$ cat config.mk
export PLATFORM = sky130hd
export DESIGN_NAME = read_empty_block_flat
export DESIGN_NICKNAME = d
export VERILOG_FILES = /design/src/rtl/read_empty_block_if.sv /design/src/rtl/read_empty_block.sv /design/src/flat_wrapper.sv
export SDC_FILE = /design/constraint.sdc
export NUM_CORES = 1
export LEC_CHECK = 0
export CAP_MARGIN = 15
export CORE_ASPECT_RATIO = 0.75
export CORE_MARGIN = 3
export CORE_UTILIZATION = 46
export DETAILED_ROUTE_END_ITERATION = 12
export PLACE_DENSITY = 0.78
export SLEW_MARGIN = 20
export SYNTH_ARGS = -nofsm -noshare
export SYNTH_HDL_FRONTEND = slang
export SYNTH_SLANG_ARGS = --single-unit
$ cat constraint.sdc
create_clock -name read_clock_i -period 3.45 [get_ports read_clock_i]
set_input_delay 0.8625 -clock read_clock_i [delete_from_list [all_inputs] [get_ports read_clock_i]]
set_output_delay 0.8625 -clock read_clock_i [all_outputs]
set_load 0.02 [all_outputs]
$ cat src/rtl/read_empty_block_if.sv
// -----------------------------------------------------------------------------
// read_empty_block_if
// Bundles the read-side FIFO signals of read_empty_block.
//   write_pointer_i     : gray write pointer from the write domain (async)
//   read_data_i         : memory read data, combinational in read_addr_o
//   read_ready_i        : consumer accepts read_data_o this cycle
//   read_addr_o         : memory read address
//   read_pointer_o      : registered gray read pointer to the write domain
//   read_data_o         : FIFO head word
//   read_valid_o        : read_data_o holds a valid word
//   read_empty_o        : memory holds no unpopped word
//   read_almost_empty_o : memory holds at most one unpopped word
//   read_level_o        : unpopped words in memory (output register excluded)
// modport slave  : the controller side (read_empty_block)
// modport master : the memory / write-pointer / consumer side
// -----------------------------------------------------------------------------
interface read_empty_block_if #(
    parameter int addr_size  = 3,
    parameter int data_width = 8
);
    logic [addr_size:0]    write_pointer_i;
    logic [data_width-1:0] read_data_i;
    logic                  read_ready_i;
    logic [addr_size-1:0]  read_addr_o;
    logic [addr_size:0]    read_pointer_o;
    logic [data_width-1:0] read_data_o;
    logic                  read_valid_o;
    logic                  read_empty_o;
    logic                  read_almost_empty_o;
    logic [addr_size:0]    read_level_o;

    modport slave (
        input  write_pointer_i,
        input  read_data_i,
        input  read_ready_i,
        output read_addr_o,
        output read_pointer_o,
        output read_data_o,
        output read_valid_o,
        output read_empty_o,
        output read_almost_empty_o,
        output read_level_o
    );

    modport master (
        output write_pointer_i,
        output read_data_i,
        output read_ready_i,
        input  read_addr_o,
        input  read_pointer_o,
        input  read_data_o,
        input  read_valid_o,
        input  read_empty_o,
        input  read_almost_empty_o,
        input  read_level_o
    );
endinterface

$ cat src/rtl/read_empty_block.sv
// -----------------------------------------------------------------------------
// read_empty_block
// Read-side pointer and flag controller of a dual-clock FIFO. Synchronises the
// gray write pointer into the read clock domain, keeps the binary and gray
// read pointers, produces empty / almost-empty / level, and holds a
// first-word-fall-through output register with a valid/ready handshake.
// Ports:
//   read_clock_i : read-domain clock
//   read_reset_i : synchronous, active-high reset
//   rd           : read_empty_block_if.slave bundle (see interface header)
// -----------------------------------------------------------------------------
module read_empty_block #(
    parameter int addr_size   = 3,
    parameter int data_width  = 8,
    parameter int sync_stages = 2
) (
    input  logic              read_clock_i,
    input  logic              read_reset_i,
    read_empty_block_if.slave rd
);
    localparam int PW = addr_size + 1;

    // Synchroniser chain: plain flops only, stage 0 samples the async pointer.
    logic [PW-1:0] sync_reg [sync_stages];
    logic [PW-1:0] wq;
    logic [PW-1:0] wq_binary;

    // Pointer / output state
    logic [PW-1:0]         read_binary_reg;
    logic [PW-1:0]         read_pointer_reg;
    logic [data_width-1:0] read_data_reg;
    logic                  read_valid_reg;
    logic                  read_empty_reg;
    logic                  read_almost_empty_reg;
    logic [PW-1:0]         read_level_reg;

    // Next-state terms
    logic          pop;
    logic [PW-1:0] read_binary_next;
    logic [PW-1:0] gray_next;
    logic [PW-1:0] binary_plus_one;
    logic [PW-1:0] gray_plus_one;

    always_ff @(posedge read_clock_i) begin
        if (read_reset_i) begin
            for (int i = 0; i < sync_stages; i++) begin
                sync_reg[i] <= '0;
            end
        end else begin
            sync_reg[0] <= rd.write_pointer_i;
            for (int i = 1; i < sync_stages; i++) begin
                sync_reg[i] <= sync_reg[i-1];
            end
        end
    end

    assign wq = sync_reg[sync_stages-1];

    // Gray to binary: each binary bit is the XOR of all gray bits at or above it.
    genvar gi;
    generate
        for (gi = 0; gi < PW; gi++) begin : g_gray2bin
            assign wq_binary[gi] = ^wq[PW-1:gi];
        end
    endgenerate

    // Pop the memory whenever a word is available and the output register is
    // free or being drained this cycle; never pop while empty.
    assign pop              = ~read_empty_reg & (~read_valid_reg | rd.read_ready_i);
    assign read_binary_next = read_binary_reg + PW'(pop);
    assign gray_next        = (read_binary_next >> 1) ^ read_binary_next;
    assign binary_plus_one  = read_binary_next + PW'(1);
    assign gray_plus_one    = (binary_plus_one >> 1) ^ binary_plus_one;

    always_ff @(posedge read_clock_i) begin
        if (read_reset_i) begin
            read_binary_reg       <= '0;
            read_pointer_reg      <= '0;
            read_data_reg         <= '0;
            read_valid_reg        <= 1'b0;
            read_empty_reg        <= 1'b1;
            read_almost_empty_reg <= 1'b1;
            read_level_reg        <= '0;
        end else begin
            read_binary_reg  <= read_binary_next;
            read_pointer_reg <= gray_next;

            if (pop) begin
                read_data_reg  <= rd.read_data_i;
                read_valid_reg <= 1'b1;
            end else if (read_valid_reg & rd.read_ready_i) begin
                read_valid_reg <= 1'b0;
            end

            // Flags compare against the synchronised (older) write pointer,
            // so they can only err towards empty.
            read_empty_reg        <= (gray_next == wq);
            read_almost_empty_reg <= (gray_next == wq) | (gray_plus_one == wq);
            read_level_reg        <= wq_binary - read_binary_next;
        end
    end

    assign rd.read_addr_o         = read_binary_reg[addr_size-1:0];
    assign rd.read_pointer_o      = read_pointer_reg;
    assign rd.read_data_o         = read_data_reg;
    assign rd.read_valid_o        = read_valid_reg;
    assign rd.read_empty_o        = read_empty_reg;
    assign rd.read_almost_empty_o = read_almost_empty_reg;
    assign rd.read_level_o        = read_level_reg;

endmodule
$ cat src/flat_wrapper.sv
// flat-port wrapper written by rule: the top's interface ports become plain ports
module read_empty_block_flat 
#(
    parameter int addr_size   = 3,
    parameter int data_width  = 8,
    parameter int sync_stages = 2
)
  (read_clock_i, read_reset_i, rd_write_pointer_i, rd_read_data_i, rd_read_ready_i, rd_read_addr_o, rd_read_pointer_o, rd_read_data_o, rd_read_valid_o, rd_read_empty_o, rd_read_almost_empty_o, rd_read_level_o);
  read_empty_block_if #(.addr_size(addr_size), .data_width(data_width)) rd_i ();
  input  logic read_clock_i;
  input  logic read_reset_i;
  input wire logic [$bits(rd_i.write_pointer_i)-1:0] rd_write_pointer_i;
  input wire logic [$bits(rd_i.read_data_i)-1:0] rd_read_data_i;
  input wire logic [$bits(rd_i.read_ready_i)-1:0] rd_read_ready_i;
  output wire logic [$bits(rd_i.read_addr_o)-1:0] rd_read_addr_o;
  output wire logic [$bits(rd_i.read_pointer_o)-1:0] rd_read_pointer_o;
  output wire logic [$bits(rd_i.read_data_o)-1:0] rd_read_data_o;
  output wire logic [$bits(rd_i.read_valid_o)-1:0] rd_read_valid_o;
  output wire logic [$bits(rd_i.read_empty_o)-1:0] rd_read_empty_o;
  output wire logic [$bits(rd_i.read_almost_empty_o)-1:0] rd_read_almost_empty_o;
  output wire logic [$bits(rd_i.read_level_o)-1:0] rd_read_level_o;
  assign rd_i.write_pointer_i = rd_write_pointer_i;
  assign rd_i.read_data_i = rd_read_data_i;
  assign rd_i.read_ready_i = rd_read_ready_i;
  assign rd_read_addr_o = rd_i.read_addr_o;
  assign rd_read_pointer_o = rd_i.read_pointer_o;
  assign rd_read_data_o = rd_i.read_data_o;
  assign rd_read_valid_o = rd_i.read_valid_o;
  assign rd_read_empty_o = rd_i.read_empty_o;
  assign rd_read_almost_empty_o = rd_i.read_almost_empty_o;
  assign rd_read_level_o = rd_i.read_level_o;
  read_empty_block #(.addr_size(addr_size), .data_width(data_width), .sync_stages(sync_stages)) u_core (.read_clock_i(read_clock_i), .read_reset_i(read_reset_i), .rd(rd_i));
endmodule
---- Word-level counts from Yosys, hierarchy flattened ----
Memories as Yosys holds them, arrays and structs flattened.
Cells that the tools add are included.
word-level totals
  bits in registers ....................... 23
  memory bits (writable) .................. 8
  input port bits ......................... 15
  output and inout port bits .............. 22
  memories kept ........................... 1
memory list
  name             words  width  read ports  clocked after Yosys merged registers in  wr ports  RTL line                source
  u_core.sync_reg  2      4      2           0                                        2         read_empty_block.sv:24  logic [PW-1:0] sync_reg [sync_stages];
operators by class
  $add $sub $neg .......................... 3
  equality and inequality tests ........... 2
  mux-type cells .......................... 7
  bitwise operators ....................... 10
  reduce and logical (&&, ||, !) cells .... 4
operator list
  cell                 number
  $eq 4x4->1           2
  $mux 4               2
  $xor 3x4->4          2
  $mux 1               5
  $add 4x1->4          1
  $add 4x1->4 const B  1
  $or 1x1->1           4
  $reduce_xor 4->1     1
  $sub 4x4->4          1
  $reduce_xor 3->1     1
  $and 1x1->1          2
  $not 1->1            2
  $reduce_bool 2->1    1
  $reduce_xor 2->1     1

---- Longest topological paths before layout ----
Gate-level depths: netlist of the first run.
  depth after elaboration ................. 8
  gate-level depth with buffers ........... 12

---- Least setup slack after synthesis of the first run ----
No wires, ideal clock.
  kind .................................... input to register
  start ................................... input rd_read_ready_i
  end ..................................... register u_core.read_almost_empty_reg, in the netlist u_core.rd.read_almost_empty_o
  setup time .............................. 0.125 ns
  arrival ................................. 2.862 ns
  slack ................................... 0.463 ns
  stages .................................. 10
  buffers on the path ..................... 1
  cell sequence ........................... nand2b_1 > nor2b_1 > buf_2 > ha_1 > ha_1 > ha_1 > xor3_1 > and3_1 > o211ai_2 > o211ai_2
between the ends
  cells in the longest elaborated chain, start to end .. 7
  elaborated cells between the ends (all ways) .. 9
ends and longest elaborated chain
  item                            RTL line                source
  from (decl)                     flat_wrapper.sv:14      input wire logic [$bits(rd_i.read_ready_i)-1:0] rd_read_ready_i;
  $or 1x1->1 *                    read_empty_block.sv:69  assign pop = ~read_empty_reg & (~read_valid_reg | rd.read_ready_i);
  $and 1x1->1 *                   read_empty_block.sv:69
  net u_core.pop                  read_empty_block.sv:38  logic pop;
  $add 4x1->4 *                   read_empty_block.sv:70  assign read_binary_next = read_binary_reg + PW'(pop);
  net u_core.read_binary_next[1]  read_empty_block.sv:39  logic [PW-1:0] read_binary_next;
  $add 4x1->4                     read_empty_block.sv:72  assign binary_plus_one = read_binary_next + PW'(1);
  $xor 3x4->4                     read_empty_block.sv:73  assign gray_plus_one = (binary_plus_one >> 1) ^ binary_plus_one;
  $eq 4x4->1                      read_empty_block.sv:98  read_almost_empty_reg <= (gray_next == wq) | (gray_plus_one == wq);
  $or 1x1->1 *                    read_empty_block.sv:98
  to (signal assigned)            read_empty_block.sv:98
  to (decl)                       read_empty_block.sv:34  logic read_almost_empty_reg;
Mark *: on every way through the listed nets, which the timed path passes. The rest lies on a longest branch.
A chain may end at the register's enable or synchronous reset.

---- Final worst setup path of the first run ----
  start ................................... input rd_read_ready_i
  end ..................................... register u_core.read_level_reg[3], in the netlist u_core.rd.read_level_o[3]
between the ends
  cells in the longest elaborated chain, start to end .. 4
ends and longest elaborated chain
  item                            RTL line                source
  $or 1x1->1                      read_empty_block.sv:69
  $and 1x1->1                     read_empty_block.sv:69
  $add 4x1->4                     read_empty_block.sv:70
  net u_core.read_binary_next[1]  read_empty_block.sv:39
  $sub 4x4->4                     read_empty_block.sv:99  read_level_reg <= wq_binary - read_binary_next;
  to (signal assigned)            read_empty_block.sv:99
  to (decl)                       read_empty_block.sv:35  logic [PW-1:0] read_level_reg;
The timed path passes the listed nets, and every way through them passes these cells.

==> impl_results.md, run 1 <==
- Status: complete, no violations
- Diodes inserted: 0
- Syn avg cell area: between 10 and 15 um^2
- Final Non-Filler Cells: 193
- Die Y: 51.9 um
- Peak supply drop: roughly 420 uV
- Setup Crit Path Kind: in -> reg
- Area grow syn2layout: 38.3%
- Max Fclk: around 0.33 GHz
- Clk_lat worst skew: 280 ps
- Worst setup EP type: flip-flop
- Worst hold path class: reg -> reg
- Antenna violations before repair: 0
- First-pass GRT wire length: 4040 um
- Final Cycle Share: 0.883
- Register-to-Register Path Depth: 10
- Arrival time at the worst endpoint: approximately 3200 ps
- Port bufs: 36
- Antenna viol nets, final: 0
- HPWL after DPL: 1870 um
- CTS sink count: 30
- WP data required: 3620 ps
- Largest area contributor in the netlist: dfxtp_1
- WL final: roughly 2400 um
- Clk_skew: 2.63 ps
- Core box area: approximately 2500 um^2
- Router iterations before antenna repair: 2
- Setup violations, final: 0
- Die area: 3490 um^2
- Hold path depth: 1
- # DRC: 0
- RSZ-0062 raised after global routing: no
- Final-layout fill cell count: 204
- Vias in the first global route: between 900 and 1k
- Root buffer cell: clkbuf_8
- Hold_buf cts: 0
- CTS tree: done
- Global Route Usage Sum: 0.161
- GPL Wtd Cong: 0.785
- IO Pins: 37
- CTS buffer count: 5
- Final hold vios: 0
- H-tree Lvls: 2
- Synth cell types: 27
- Rows: 15
- Synth top area cells: dfxtp_1 46%, mux2i_1 7.0%, ha_1 6.8%
- Total number of vias: 928
- Post-CTS Setup Repair Bufs: 0
- Final net count: 181
- Via density: 4.81
- Yosys top cell area share: 0.465
- Synthesized Nets: 140
- Initial Util: 0.522
- Slew headroom: 0.689
- Slew @ Worst Pin: ~470 ps
- Final setup TNS: 0 ps
- Final worst path period need: 3050 ps
- YS warnings: 0
- Post-synthesis sequential area ratio: 0.465
- Largest net degree at the start of global routing: 18
- Power Density: 751 nW/um^2
- Placed cells: 185
- Max Fanout on Critical Path: 5
- #FFs+latches synth: 30
- Static Leakage: 0.772 nW
- Max Cap Viol: 0
- Cell count after synthesis: 117
- Crit path launch type: input pin
- Iteration-0 DRC Markers: 39
- Reg clk slew, reported paths: 60 ps
- Synthesized cell area: 1290 um^2
- Clk buf depth: 2
- Fin. max-slew vios: 0
- CTS resizes: 0
- Overflow after GRT: 0
- Share of cells above drive strength 1: 0.0943
- Drt wl/cell: ~12 um
- Die X: 67.2 um
-- metrics by stage --
stage                     power, mW  worst slack [ps]  utilization  area [um^2]  hold slack [ps]
after global placement         1.05               186        0.685         1700              418
after floorplan               0.847               463            -         1290              414
after global routing           1.43               243        0.722         1790              462
final                          1.34               404        0.722         1790              438
after detailed placement       1.07               103        0.685         1700              427
after CTS                      1.36               398        0.722         1790              441
-- path summary, 6_finish.rpt --
| path | startpoint | end | slack [ps] |
|---|---|---|---|
| hold / removal | u_core.sync_reg[0][0]$_SDFF_PP0_ | u_core.sync_reg[0][4]$_SDFF_PP0_ | 440 |
| setup reg to reg | u_core.rd.read_valid_o$_SDFFE_PP0P_ | u_core.rd.read_level_o[3]$_SDFF_PP0_ | 1150 |
| setup / recovery | rd_read_ready_i | u_core.rd.read_level_o[3]$_SDFF_PP0_ | 400 |
| hold reg to reg | u_core.sync_reg[0][0]$_SDFF_PP0_ | u_core.sync_reg[0][4]$_SDFF_PP0_ | 440 |
-- kinds of logic (layout without fill, tap and decap cells) --
group           after synthesis  count (layout)  share of synthesized area
simple gates                 37              37                      0.146
flops                        30              30                      0.465
xor+xnor                     16              16                      0.165
buf+inv                      10              52                     0.0310
mux                           9               9                     0.0697
fa+ha+maj                     8               8                     0.0833
compound gates                7               7                     0.0407
-- synthesized netlist by cell type --
master	n
a21o_1	1
a21oi_1	2
and2_1	1
and3_1	1
and3_4	1
buf_2	2
clkbuf_1	3
dfxtp_1	30
fa_1	1
ha_1	7
inv_1	5
mux2i_1	9
nand2_1	2
nand2b_1	1
nand3_1	1
nor2_1	16
nor2b_1	13
nor3_1	1
o211ai_2	2
o21ai_0	1
o21ai_1	1
xnor2_1	6
xnor2_2	1
xnor3_1	2
xor2_1	4
xor2_2	1
xor3_1	2
-- cells in the final DEF (no fill, tap or decap), types with 3 or more instances in the layout --
master           instances
xnor2_1                  6
clkdlybuf4s50_1         36
dfxtp_1                 30
xor2_1                   4
mux2i_1                  9
buf_4                    3
inv_1                    5
nor2_1                  16
ha_1                     7
clkbuf_8                 6
nor2b_1                 13
-- power by group --
part / total (mW) / internal, mW / leakage (nW) / switching [mW]
registers: 0.456 / 0.422 / 0.247 / 0.0342
clock network: 0.285 / 0.160 / 0.0482 / 0.124
logic: 0.603 / 0.299 / 0.477 / 0.303
total: 1.34 / 0.882 / 0.772 / 0.462
-- cell type report --
type / count / area [um^2] / area share
clock inverter: 1 / 5.00 / 0.00280
clock buffer: 7 / 86.3 / 0.0483
sequential: 30 / 601 / 0.336
inverter: 5 / 18.8 / 0.0105
tap: 34 / 42.5 / 0.0238
multi-input combinational: 77 / 652 / 0.365
timing repair buffer: 39 / 383 / 0.214
-- worst max-delay path, cell delays in order --
cell and delay, ps:
clkdlybuf4s50_1 400, nand2b_1 150, nor2b_1 150, ha_1 210, ha_1 420, inv_1 90, ha_1 290, nor2b_1 120
o21ai_0 280, a21o_1 180, a21oi_1 50
-- layer usage --
metal | global-route usage | part of all wire | up-vias
met2 | 0.264 | 0.46 | 26
met5 | 0 | 0 | -
met4 | 0.0808 | 0.018 | 0
met3 | 0.0583 | 0.071 | 5
met1 | 0.183 | 0.45 | 438
li1 | - | - | 459
(Power assumes the default switching activity.)
==> run 2, diff against run 1 <==
CORE_ASPECT_RATIO = unset   (was 0.75)
==> run 2 against run 1 <==
Net effect: clock-buffer cell count unchanged; sequential share of layout area grew 0.99 points; sequential power about the same; combinational power decreased by 0.8%; critical path type unchanged; critical endpoint is now u_core.rd.read_almost_empty_o$_SDFF_PP1_.
==> impl_results.md, run 2 (same netlist as run 1, synthesis figures left out) <==
- WL final: 2430 um
- Router iterations before antenna repair: 4
- Max Fanout on Critical Path: 5
- Fin util: 0.676
- GPL Wtd Cong: 0.822
- RSZ-0062 raised after global routing: no
- Die area: 3480 um^2
- Antenna viol nets, final: 0
- Origin of the critical flop-to-flop path: u_core.rd.read_valid_o$_SDFFE_PP0P_
- DR top layer: met4
- CTS resizes: 0
- Setup Crit Path Kind: in -> reg
- Worst path max stage delay: 410 ps
- Drt wl/cell: 12.9 um
- Final hold vios: 0
- Worst hold path class: reg -> reg
- Global Route Usage Sum: 0.159
- Core box area: around 2600 um^2
- CP most frequent cell: ha_1
- Clk_lat worst skew: 320 ps
- Hold_buf cts: 0
- R2R setup slack: between 1000 and 1500 ps
- Worst R2R End: u_core.rd.read_almost_empty_o$_SDFF_PP1_
- Worst slack, placed: 123 ps
- Hold Slack: about 440 ps
- Worst Setup EP: u_core.rd.read_almost_empty_o$_SDFF_PP1_
- WP data required: 3670 ps
- First-pass GRT wire length: around 4000 um
- Antenna violations before repair: 0
- Largest net degree at the start of global routing: 17
- Register-to-Register Path Depth: 9
- Overflow after GRT: 0
- Fin worst setup slack: 467 ps
- Fin area: 1740 um^2
- IO Pins: 37
- Post-Place Cell Area: 1690 um^2
- HPWL after DPL: approximately 1900 um
- Critical path's slowest cell: ha_1
- Port bufs: 36
- Final Cycle Share: 0.865
- Final setup TNS: 0 ps
- Worst setup EP type: flip-flop
- CTS buffer count: 5
- Initial Util: 0.503
- Reg clk slew, reported paths: 90 ps
- Placed cells: 181
- Crit path buf inv count: 1
- Worst path depth: 10
- Slew headroom: 0.626
- Via density: 4.82
- Peak supply drop: between 500 and 600 uV
- Setup violations, final: 0
- Total number of vias: 906
- Commonest non-fill, non-tap cell in the layout: clkdlybuf4s50_1
- Arrival time at the worst endpoint: 3200 ps
- Rows: 18
- Post-CTS Setup Repair Bufs: 0
- CP top delay family: adder cells
- Root buffer cell: clkbuf_4
- Clk_skew: 13.8 ps
- Final Non-Filler Cells: about 190
- Crit path cell chain: clkdlybuf4s50_1, nand2b_1, nor2b_1, ha_1, ha_1, ha_1, xor3_1, and3_1, o211ai_2, o211ai_2
- Diodes inserted: 0
- Fin. max-slew vios: 0
- Most frequent cells in the layout: 36 x clkdlybuf4s50_1, 30 x dfxtp_1, 16 x nor2_1, 13 x nor2b_1, 9 x mux2i_1
- DR WL met3: roughly 120 um
- Max Fclk: about 0.34 GHz
- Pwr Total: 1.24 mW
- Share of cells above drive strength 1: 0.0823
- Crit path from: rd_read_ready_i
- Met2 routed wirelength: 1290 um
- Power Density: 713 nW/um^2
- Die Y: between 50 and 60 um
- Final net count: 181
- Die X: between 50 and 60 um
- H-tree Lvls: 2
- Slew @ Worst Pin: 560 ps
- Area grow syn2layout: 34.4%
- Static Leakage: 0.749 nW
- # DRC: 0
- Final worst path period need: 2980 ps
- Vias in the first global route: 895
- CTS tree: done
- Clk buf depth: 2
- Met1 Wirelength: 971 um
- Iteration-0 DRC Markers: 34
- CTS sink count: 30
- Status: complete, no violations
- Crit path launch type: input pin
- Max Cap Viol: 0
[run 2: how the worst min path moves through the flow]
| stage | start | endpoint | cells after the start |
|---|---|---|---|
| finish | u_core.sync_reg[0][0]$_SDFF_PP0_ | u_core.sync_reg[0][4]$_SDFF_PP0_ | 1 |
| global route | u_core.sync_reg[0][1]$_SDFF_PP0_ | u_core.sync_reg[0][5]$_SDFF_PP0_ | 1 |
| CTS | u_core.sync_reg[0][0]$_SDFF_PP0_ | u_core.sync_reg[0][4]$_SDFF_PP0_ | 1 |
| detailed placement | u_core.sync_reg[0][0]$_SDFF_PP0_ | u_core.sync_reg[0][4]$_SDFF_PP0_ | 1 |
| global placement | u_core.sync_reg[0][0]$_SDFF_PP0_ | u_core.sync_reg[0][4]$_SDFF_PP0_ | 1 |
| floorplan | u_core.sync_reg[0][0]$_SDFF_PP0_ | u_core.sync_reg[0][4]$_SDFF_PP0_ | 1 |
[run 2: power breakdown]
group | switching, mW | internal [mW] | total, mW | leakage [nW]
registers | 0.0328 | 0.421 | 0.454 | 0.247
logic | 0.301 | 0.297 | 0.598 | 0.477
clock network | 0.110 | 0.0767 | 0.186 | 0.0254
[run 2: metal layers]
metal,vias up,global-route usage
li1,459,-
met1,418,0.168
met2,25,0.279
met3,4,0.0610
met4,0,0.0680
met5,-,0
[run 2: cell type report]
cell class,count,area (um^2)
fillers,210,831
multi-input cells,77,652
flip-flops and latches,30,601
repair buffers,39,383
clock buffers,7,45.0
well taps,30,37.5
inverters,5,18.8
[run 2: worst register-to-register path: stages, from the launching register on]
cell,delay (ps)
dfxtp_1,340
nand2b_1,70
nor2b_1,150
ha_1,200
ha_1,410
ha_1,190
xor3_1,410
and3_1,190
o211ai_2,150
o211ai_2,100
